==> config.mk <==
export PLATFORM = sky130hd
export DESIGN_NAME = facq_prn_packer
export DESIGN_NICKNAME = d
export VERILOG_FILES = /design/src/rtl/facq_prn_packer.sv
export SDC_FILE = /design/constraint.sdc
export NUM_CORES = 1
export LEC_CHECK = 0
export ABC_AREA = 1
export CAP_MARGIN = 0
export CORE_ASPECT_RATIO = 0.75
export CORE_MARGIN = 5
export CORE_UTILIZATION = 40
export DETAILED_ROUTE_END_ITERATION = 8
export MAX_ROUTING_LAYER = met4
export SETUP_SLACK_MARGIN = 0.2
export SYNTH_ARGS = -nofsm -noshare
export SYNTH_HDL_FRONTEND = slang
export SYNTH_SLANG_ARGS = --single-unit
==> constraint.sdc <==
create_clock -name clk_i -period 6.68 [get_ports clk_i]
set_input_delay 0.668 -clock clk_i [delete_from_list [all_inputs] [get_ports clk_i]]
set_output_delay 0.668 -clock clk_i [all_outputs]
set_load 0.02 [all_outputs]
==> src/rtl/facq_prn_packer.sv <==
// -----------------------------------------------------------------------------
// facq_prn_packer
//
// Downstream stage of the fast-acquisition PRN RAM. It takes the serial PRN
// sample stream (already repeated freq_div times upstream) and packs it
// LSB-first into WORD_WIDTH-bit words for the parallel correlator. The final
// word of each epoch is flagged with word_last and zero-padded above the last
// written sample. Completed words are queued in a small first-word-fall-through
// FIFO and leave the block through a valid/ready handshake.
//
// Build option:
//   FACQ_PRN_PACKER_EPOCH_CNT_EN - when defined, epoch_cnt_o counts accepted
//   epoch-final words (wrapping at 2^16). When undefined, epoch_cnt_o is tied
//   to zero and no counter logic exists.
//
// Ports:
//   clk_i          PRN-domain clock (same clock as the PRN RAM)
//   rst_i          synchronous, active-high reset; dominates every input
//   sync_i         realign pulse, asserted with the PRN RAM clr
//   epoch_len_i    samples per epoch; 0 selects continuous packing
//   prn_i          PRN sample
//   valid_i        prn_i qualifier
//   word_data_o    packed samples, bit 0 = oldest
//   word_last_o    word holds the epoch's final sample
//   word_valid_o   FIFO head valid
//   word_ready_i   consumer accepts the head
//   overflow_o     sticky: a completed word was dropped on a full FIFO
//   epoch_cnt_o    completed-epoch counter (build option, else 0)
//
// Notes:
//   The epoch compare is equality only. If epoch_len_i is lowered below the
//   running sample count without sync_i, samp_cnt wraps at 2^EPOCH_W before
//   the next epoch end is seen. Software changes epoch_len_i together with
//   sync_i to avoid this.
// -----------------------------------------------------------------------------
module facq_prn_packer #(
  parameter int unsigned WORD_WIDTH = 32,
  parameter int unsigned FIFO_DEPTH = 4,
  parameter int unsigned EPOCH_W    = 16
) (
  input  logic                  clk_i,
  input  logic                  rst_i,
  input  logic                  sync_i,
  input  logic [EPOCH_W-1:0]    epoch_len_i,
  input  logic                  prn_i,
  input  logic                  valid_i,
  output logic [WORD_WIDTH-1:0] word_data_o,
  output logic                  word_last_o,
  output logic                  word_valid_o,
  input  logic                  word_ready_i,
  output logic                  overflow_o,
  output logic [15:0]           epoch_cnt_o
);

  localparam int unsigned BIT_W = $clog2(WORD_WIDTH);
  localparam int unsigned PTR_W = $clog2(FIFO_DEPTH);
  localparam int unsigned CNT_W = PTR_W + 1;

  localparam logic [BIT_W-1:0]      BIT_ZERO   = {BIT_W{1'b0}};
  localparam logic [BIT_W-1:0]      BIT_ONE    = BIT_W'(1);
  localparam logic [BIT_W-1:0]      BIT_LAST   = BIT_W'(WORD_WIDTH - 1);
  localparam logic [EPOCH_W-1:0]    EPOCH_ZERO = {EPOCH_W{1'b0}};
  localparam logic [EPOCH_W-1:0]    EPOCH_ONE  = EPOCH_W'(1);
  localparam logic [PTR_W-1:0]      PTR_ZERO   = {PTR_W{1'b0}};
  localparam logic [PTR_W-1:0]      PTR_ONE    = PTR_W'(1);
  localparam logic [CNT_W-1:0]      CNT_ZERO   = {CNT_W{1'b0}};
  localparam logic [CNT_W-1:0]      CNT_ONE    = CNT_W'(1);
  localparam logic [CNT_W-1:0]      CNT_FULL   = CNT_W'(FIFO_DEPTH);
  localparam logic [WORD_WIDTH-1:0] WORD_ZERO  = {WORD_WIDTH{1'b0}};
  localparam logic [WORD_WIDTH:0]   ENTRY_ZERO = {(WORD_WIDTH + 1){1'b0}};

  // FIFO entry layout: {last, data}.
  typedef logic [WORD_WIDTH:0] entry_t;

  // ---------------------------------------------------------------------------
  // Packer state
  // ---------------------------------------------------------------------------
  logic [WORD_WIDTH-1:0] shift_q;
  logic [WORD_WIDTH-1:0] shift_d;
  logic [BIT_W-1:0]      bit_cnt_q;
  logic [BIT_W-1:0]      bit_cnt_d;
  logic [EPOCH_W-1:0]    samp_cnt_q;
  logic [EPOCH_W-1:0]    samp_cnt_d;

  logic                  accept_s;
  logic                  word_end_s;
  logic                  epoch_end_s;
  logic                  complete_s;
  logic [WORD_WIDTH-1:0] filled_s;
  entry_t                push_entry_s;

  // ---------------------------------------------------------------------------
  // FIFO and registered output stage
  // ---------------------------------------------------------------------------
  entry_t                mem_q [FIFO_DEPTH];
  logic [PTR_W-1:0]      wr_ptr_q;
  logic [PTR_W-1:0]      wr_ptr_d;
  logic [PTR_W-1:0]      rd_ptr_q;
  logic [PTR_W-1:0]      rd_ptr_d;
  logic [CNT_W-1:0]      cnt_q;
  logic [CNT_W-1:0]      cnt_d;
  entry_t                head_q;
  entry_t                head_d;
  logic                  head_valid_q;
  logic                  head_valid_d;
  logic                  overflow_q;
  logic                  overflow_d;

  logic                  pop_s;
  logic                  push_s;
  logic                  full_s;
  logic                  drop_s;

  // Packer datapath: sample insertion, word/epoch completion and counters.
  always_comb begin
    // A sample arriving together with sync belongs to the discarded alignment.
    accept_s   = valid_i & ~sync_i;
    word_end_s = (bit_cnt_q == BIT_LAST);
    if (epoch_len_i != EPOCH_ZERO) begin
      epoch_end_s = (samp_cnt_q == (epoch_len_i - EPOCH_ONE));
    end else begin
      epoch_end_s = 1'b0;
    end

    // Bits above bit_cnt_q are always zero here, which gives the zero
    // padding of a short epoch-final word for free.
    filled_s            = shift_q;
    filled_s[bit_cnt_q] = prn_i;

    complete_s   = accept_s & (word_end_s | epoch_end_s);
    push_entry_s = {epoch_end_s, filled_s};

    shift_d    = shift_q;
    bit_cnt_d  = bit_cnt_q;
    samp_cnt_d = samp_cnt_q;

    if (sync_i) begin
      shift_d    = WORD_ZERO;
      bit_cnt_d  = BIT_ZERO;
      samp_cnt_d = EPOCH_ZERO;
    end else if (accept_s) begin
      // Counters advance even if the completed word is dropped later, so
      // epoch alignment survives an overflow.
      if (complete_s) begin
        shift_d   = WORD_ZERO;
        bit_cnt_d = BIT_ZERO;
      end else begin
        shift_d   = filled_s;
        bit_cnt_d = bit_cnt_q + BIT_ONE;
      end
      if (epoch_end_s) begin
        samp_cnt_d = EPOCH_ZERO;
      end else begin
        samp_cnt_d = samp_cnt_q + EPOCH_ONE;
      end
    end else begin
      shift_d    = shift_q;
      bit_cnt_d  = bit_cnt_q;
      samp_cnt_d = samp_cnt_q;
    end
  end

  // FIFO bookkeeping plus the next head value for the registered outputs.
  always_comb begin
    pop_s  = head_valid_q & word_ready_i;
    full_s = (cnt_q == CNT_FULL);
    // A pop on the completion cycle frees the slot the push needs.
    push_s = complete_s & (~full_s | pop_s);
    drop_s = complete_s & full_s & ~pop_s;

    wr_ptr_d   = wr_ptr_q;
    rd_ptr_d   = rd_ptr_q;
    cnt_d      = cnt_q;
    overflow_d = overflow_q;

    if (sync_i) begin
      wr_ptr_d   = PTR_ZERO;
      rd_ptr_d   = PTR_ZERO;
      cnt_d      = CNT_ZERO;
      overflow_d = 1'b0;
    end else begin
      if (push_s) begin
        wr_ptr_d = wr_ptr_q + PTR_ONE;
      end else begin
        wr_ptr_d = wr_ptr_q;
      end
      if (pop_s) begin
        rd_ptr_d = rd_ptr_q + PTR_ONE;
      end else begin
        rd_ptr_d = rd_ptr_q;
      end
      case ({push_s, pop_s})
        2'b10:   cnt_d = cnt_q + CNT_ONE;
        2'b01:   cnt_d = cnt_q - CNT_ONE;
        default: cnt_d = cnt_q;
      endcase
      overflow_d = overflow_q | drop_s;
    end

    // The head register mirrors the FIFO slot at the next read pointer. When
    // that slot is the one being written this cycle, forward the new word so
    // an empty FIFO presents it on the very next cycle.
    head_valid_d = (cnt_d != CNT_ZERO);
    if (cnt_d == CNT_ZERO) begin
      head_d = ENTRY_ZERO;
    end else if (push_s && (wr_ptr_q == rd_ptr_d)) begin
      head_d = push_entry_s;
    end else begin
      head_d = mem_q[rd_ptr_d];
    end
  end

  // FIFO storage write port.
  always_ff @(posedge clk_i) begin
    if (rst_i) begin
      for (int unsigned i = 0; i < FIFO_DEPTH; i++) begin
        mem_q[i] <= ENTRY_ZERO;
      end
    end else if (push_s) begin
      mem_q[wr_ptr_q] <= push_entry_s;
    end
  end

  // Packer, FIFO pointer and output registers.
  always_ff @(posedge clk_i) begin
    if (rst_i) begin
      shift_q      <= WORD_ZERO;
      bit_cnt_q    <= BIT_ZERO;
      samp_cnt_q   <= EPOCH_ZERO;
      wr_ptr_q     <= PTR_ZERO;
      rd_ptr_q     <= PTR_ZERO;
      cnt_q        <= CNT_ZERO;
      head_q       <= ENTRY_ZERO;
      head_valid_q <= 1'b0;
      overflow_q   <= 1'b0;
    end else begin
      shift_q      <= shift_d;
      bit_cnt_q    <= bit_cnt_d;
      samp_cnt_q   <= samp_cnt_d;
      wr_ptr_q     <= wr_ptr_d;
      rd_ptr_q     <= rd_ptr_d;
      cnt_q        <= cnt_d;
      head_q       <= head_d;
      head_valid_q <= head_valid_d;
      overflow_q   <= overflow_d;
    end
  end

  assign word_data_o  = head_q[WORD_WIDTH-1:0];
  assign word_last_o  = head_q[WORD_WIDTH];
  assign word_valid_o = head_valid_q;
  assign overflow_o   = overflow_q;

`ifdef FACQ_PRN_PACKER_EPOCH_CNT_EN
  logic [15:0] epoch_cnt_q;
  logic [15:0] epoch_cnt_d;

  // Completed-epoch counter: only epoch-final words that enter the FIFO count.
  always_comb begin
    if (sync_i) begin
      epoch_cnt_d = 16'd0;
    end else if (push_s && epoch_end_s) begin
      epoch_cnt_d = epoch_cnt_q + 16'd1;
    end else begin
      epoch_cnt_d = epoch_cnt_q;
    end
  end

  // Completed-epoch counter register.
  always_ff @(posedge clk_i) begin
    if (rst_i) begin
      epoch_cnt_q <= 16'd0;
    end else begin
      epoch_cnt_q <= epoch_cnt_d;
    end
  end

  assign epoch_cnt_o = epoch_cnt_q;
`else
  assign epoch_cnt_o = 16'd0;
`endif

endmodule

==> metrics.txt <==
DIE AREA=0.0321 mm^2; Total Wirelength=between 20000 and 30000 um; vias=9239; share of async-settable or async-resettable flops after synthesis=0%; Starting Density=40.7%; H-Tree Depth=1; # diodes=0; Setup violations, final=0; crit-path max FO=34; worst r2r path cells=15; Root Buffer=clkbuf_16; register bit total from synthesis=227; Critical Path Sink Type=flip-flop; DRT iter0 DRCs=between 700 and 800; number of synthesized flops with an enable pin=132; multiplexer area fraction after synthesis=0%; FF-to-FF Start=bit_cnt_q[1]; nets@finish=1484; Fin Setup TNS=0 ns; syn avg cell area=8.01 um^2; cts hold-fix bufs=0; Worst Path Arrival=4.50 ns; FF-to-FF setup slack=roughly 3.2 ns; simple-gate area share of the yosys netlist=approximately 27%; CTS clk-pin slew, worst paths=0.06 ns; CP required=7.10 ns; Post-Place Setup Slack=2.08 ns; Std-Cell Rows=53; vias in the first global route=8740; Startpoint Class=primary input; XOR/XNOR Fraction of Synth Area=around 1.5%; largest cells by area after synthesis=edfxtp_1 35%, dfxtp_1 17%, nand2_1 14%; Hold Crit Endpoint=shift_q[5]; post-route ant nets=0; total gr overflow=0; crit path setup slack, layout=2.60 ns; global placement routability congestion=0.871; CTS Sinks=227; TritonCTS buffer count=24; CTS tree=built; hold depth=2; fraction of the cycle the final worst path needs=61.1%; Cell Area, Synth=0.0114 mm^2; largest net degree at the start of global routing=68; Die Wd=205 um; Compound-Gate Fraction of Synth Area=9.15%; initial antenna violation count=0; Max Buffers Root-to-Sink=3; Critical Path Source=epoch_len_i[0]; outcome=complete, no violations; Ys Warns=0; distinct cell type count after synthesis=44; die height=156 um; Slew @ Worst Pin=1.17 ns; adder-cell share of the synthesized area=1.05%; PwrDens=226 mW/mm^2; Final Max Slew Viols=0; First-pass DRT Iterations=5; top_reg_cell synth=edfxtp_1; Hold WC Path Type=flip-flop to flip-flop; post-synthesis sequential area ratio=51.4%; cell taking the most area after synthesis=edfxtp_1; clock latency at the later pin of the worst-skew pair=0.53 ns; max_slew headroom=21.7%; leak pwr=5.23 nW; routed len/inst=around 16 um; hold path startpoint=shift_q[5]; Synth Instances=1426; vias per cell=4.98; PostCTS Resize Cnt=0; DRC viols=0; Core Box Area=0.0281 mm^2; Worst Setup Path Type=primary input to flip-flop; Max Clk Rate=~250 MHz; dpl hpwl=19000 um; Post-CTS Setup Bufs=0; first-pass GRT wire length=48200 um; I/O Buffers=56; Hold Fails Final Rpt=0; largest family of logic cells by synthesized area=simple AND/OR/NAND/NOR gates; top-count cell post-synth=nand2_1; layout cells sized above 1=5.44%; Max Cap Viol=0; Worst Skew=0.0250 ns; Post-synth top cells=437 x nand2_1, 185 x nor2_1, 179 x inv_1, 132 x edfxtp_1, 95 x dfxtp_1; fin crit period=4.08 ns; unrepaired setup endpoints after global routing=false; RR Endpoint=head_q[25]; gr usage total=around a fifth; top cell type's share of synthesized area=34.7%; synth-to-layout area growth=13.5%; worst vdd ir=approximately 0.18 mV; IO Pins=73
[critical path: stages]
cell	delay [ns]
clkdlybuf4s50_1	0.46
inv_1	0.14
ha_1	0.23
nand2_1	0.07
nor2_1	0.27
nor2_1	0.08
nor2_1	0.11
nand2_1	0.08
nor2_1	0.09
nand2_1	0.05
nor2_1	0.11
nand2_2	0.16
nand2_4	0.15
nand3_4	0.12
nor2_4	0.17
nand2_2	0.10
nand2_4	0.40
nand3_4	0.56
nand2_1	0.20
nand2_1	0.13
nand2_1	0.10
inv_1	0.05
[placed cells by master, fill, tap and decap left out, types with 3 or more instances in the layout]
cell	instances
a21oi_1	72
a32oi_1	33
buf_4	14
clkbuf_1	4
clkbuf_16	24
clkdlybuf4s50_1	56
clkinv_1	6
clkinv_2	7
conb_1	16
dfxtp_1	95
edfxtp_1	132
ha_1	8
inv_1	178
inv_2	3
nand2_1	437
nand2_2	6
nand3_1	34
nand3_4	3
nand3b_1	5
nand4_1	40
nor2_1	184
nor2_2	7
nor2_4	3
nor3_1	13
o21a_1	33
o21ai_0	12
xnor2_1	7
xor2_1	12
[cells by family (layout without fill, tap and decap cells)]
kind of cell,after synthesis,in the layout
simple gates,742,742
buf+inv,267,297
flops,227,227
compound gates,161,161
xor+xnor,19,19
fa+ha+maj,9,9
other cells,1,16
[per-stage QoR]
stage	util (%)	total power, mW	hold WS (ns)	std cells	instance area [um^2]
after floorplan	-	1.64	0.445	1441	11500
after global placement	43.5	1.68	0.452	1812	12200
after detailed placement	43.5	1.68	0.456	1812	12200
after CTS	46.2	2.96	0.465	1856	13000
after global routing	46.2	3.04	0.483	1856	13000
final	46.2	2.93	0.465	1856	13000
[worst max-delay path by stage]
stage	to	depth (start not counted)	slack, ns
CTS	head_q[32]	26	2.62
floorplan	mem_q[3][0]	16	1.72
detailed placement	head_q[32]	26	2.08
global route	head_q[32]	26	2.18
finish	head_q[25]	22	2.60
global placement	head_q[0]	19	2.13
[routing by layer]
layer	wire length, um	part of all wire, %	track usage (%)	vias to the layer above
met5	0	0	-	-
met1	15100	50	28.7	4342
met3	1820	6.1	3.02	34
met4	410	1.4	3.83	0
met2	12600	42	27.6	245
li1	-	-	-	4618
[registers in the layout, summed over array words and instances (netlist names)]
signal / cells
bit_cnt_q: 5
wr_ptr_q: 2
cnt_q: 3
mem_q: 132
word_valid_o: 1
overflow_o: 1
rd_ptr_q: 2
head_q: 33
shift_q: 32
samp_cnt_q: 16
[area by class of cell]
| cell class | instances | area (um^2) |
|---|---|---|
| well taps | 385 | 482 |
| clock buffers | 30 | 643 |
| repair buffers | 70 | 666 |
| fillers | 2755 | 15100 |
| flip-flops and latches | 227 | 5870 |
| inverters | 183 | 687 |
| multi-input cells | 947 | 4520 |
| clock inverters | 14 | 104 |
[power by group]
group	leakage, nW	total, mW	switching [mW]	internal (mW)
Combinational	2.77	0.139	0.0978	0.0410
Sequential	2.09	1.52	0.00949	1.51
Clock	0.370	1.28	0.556	0.722
Total	5.23	2.93	0.663	2.27
(Power assumes the default switching activity.)
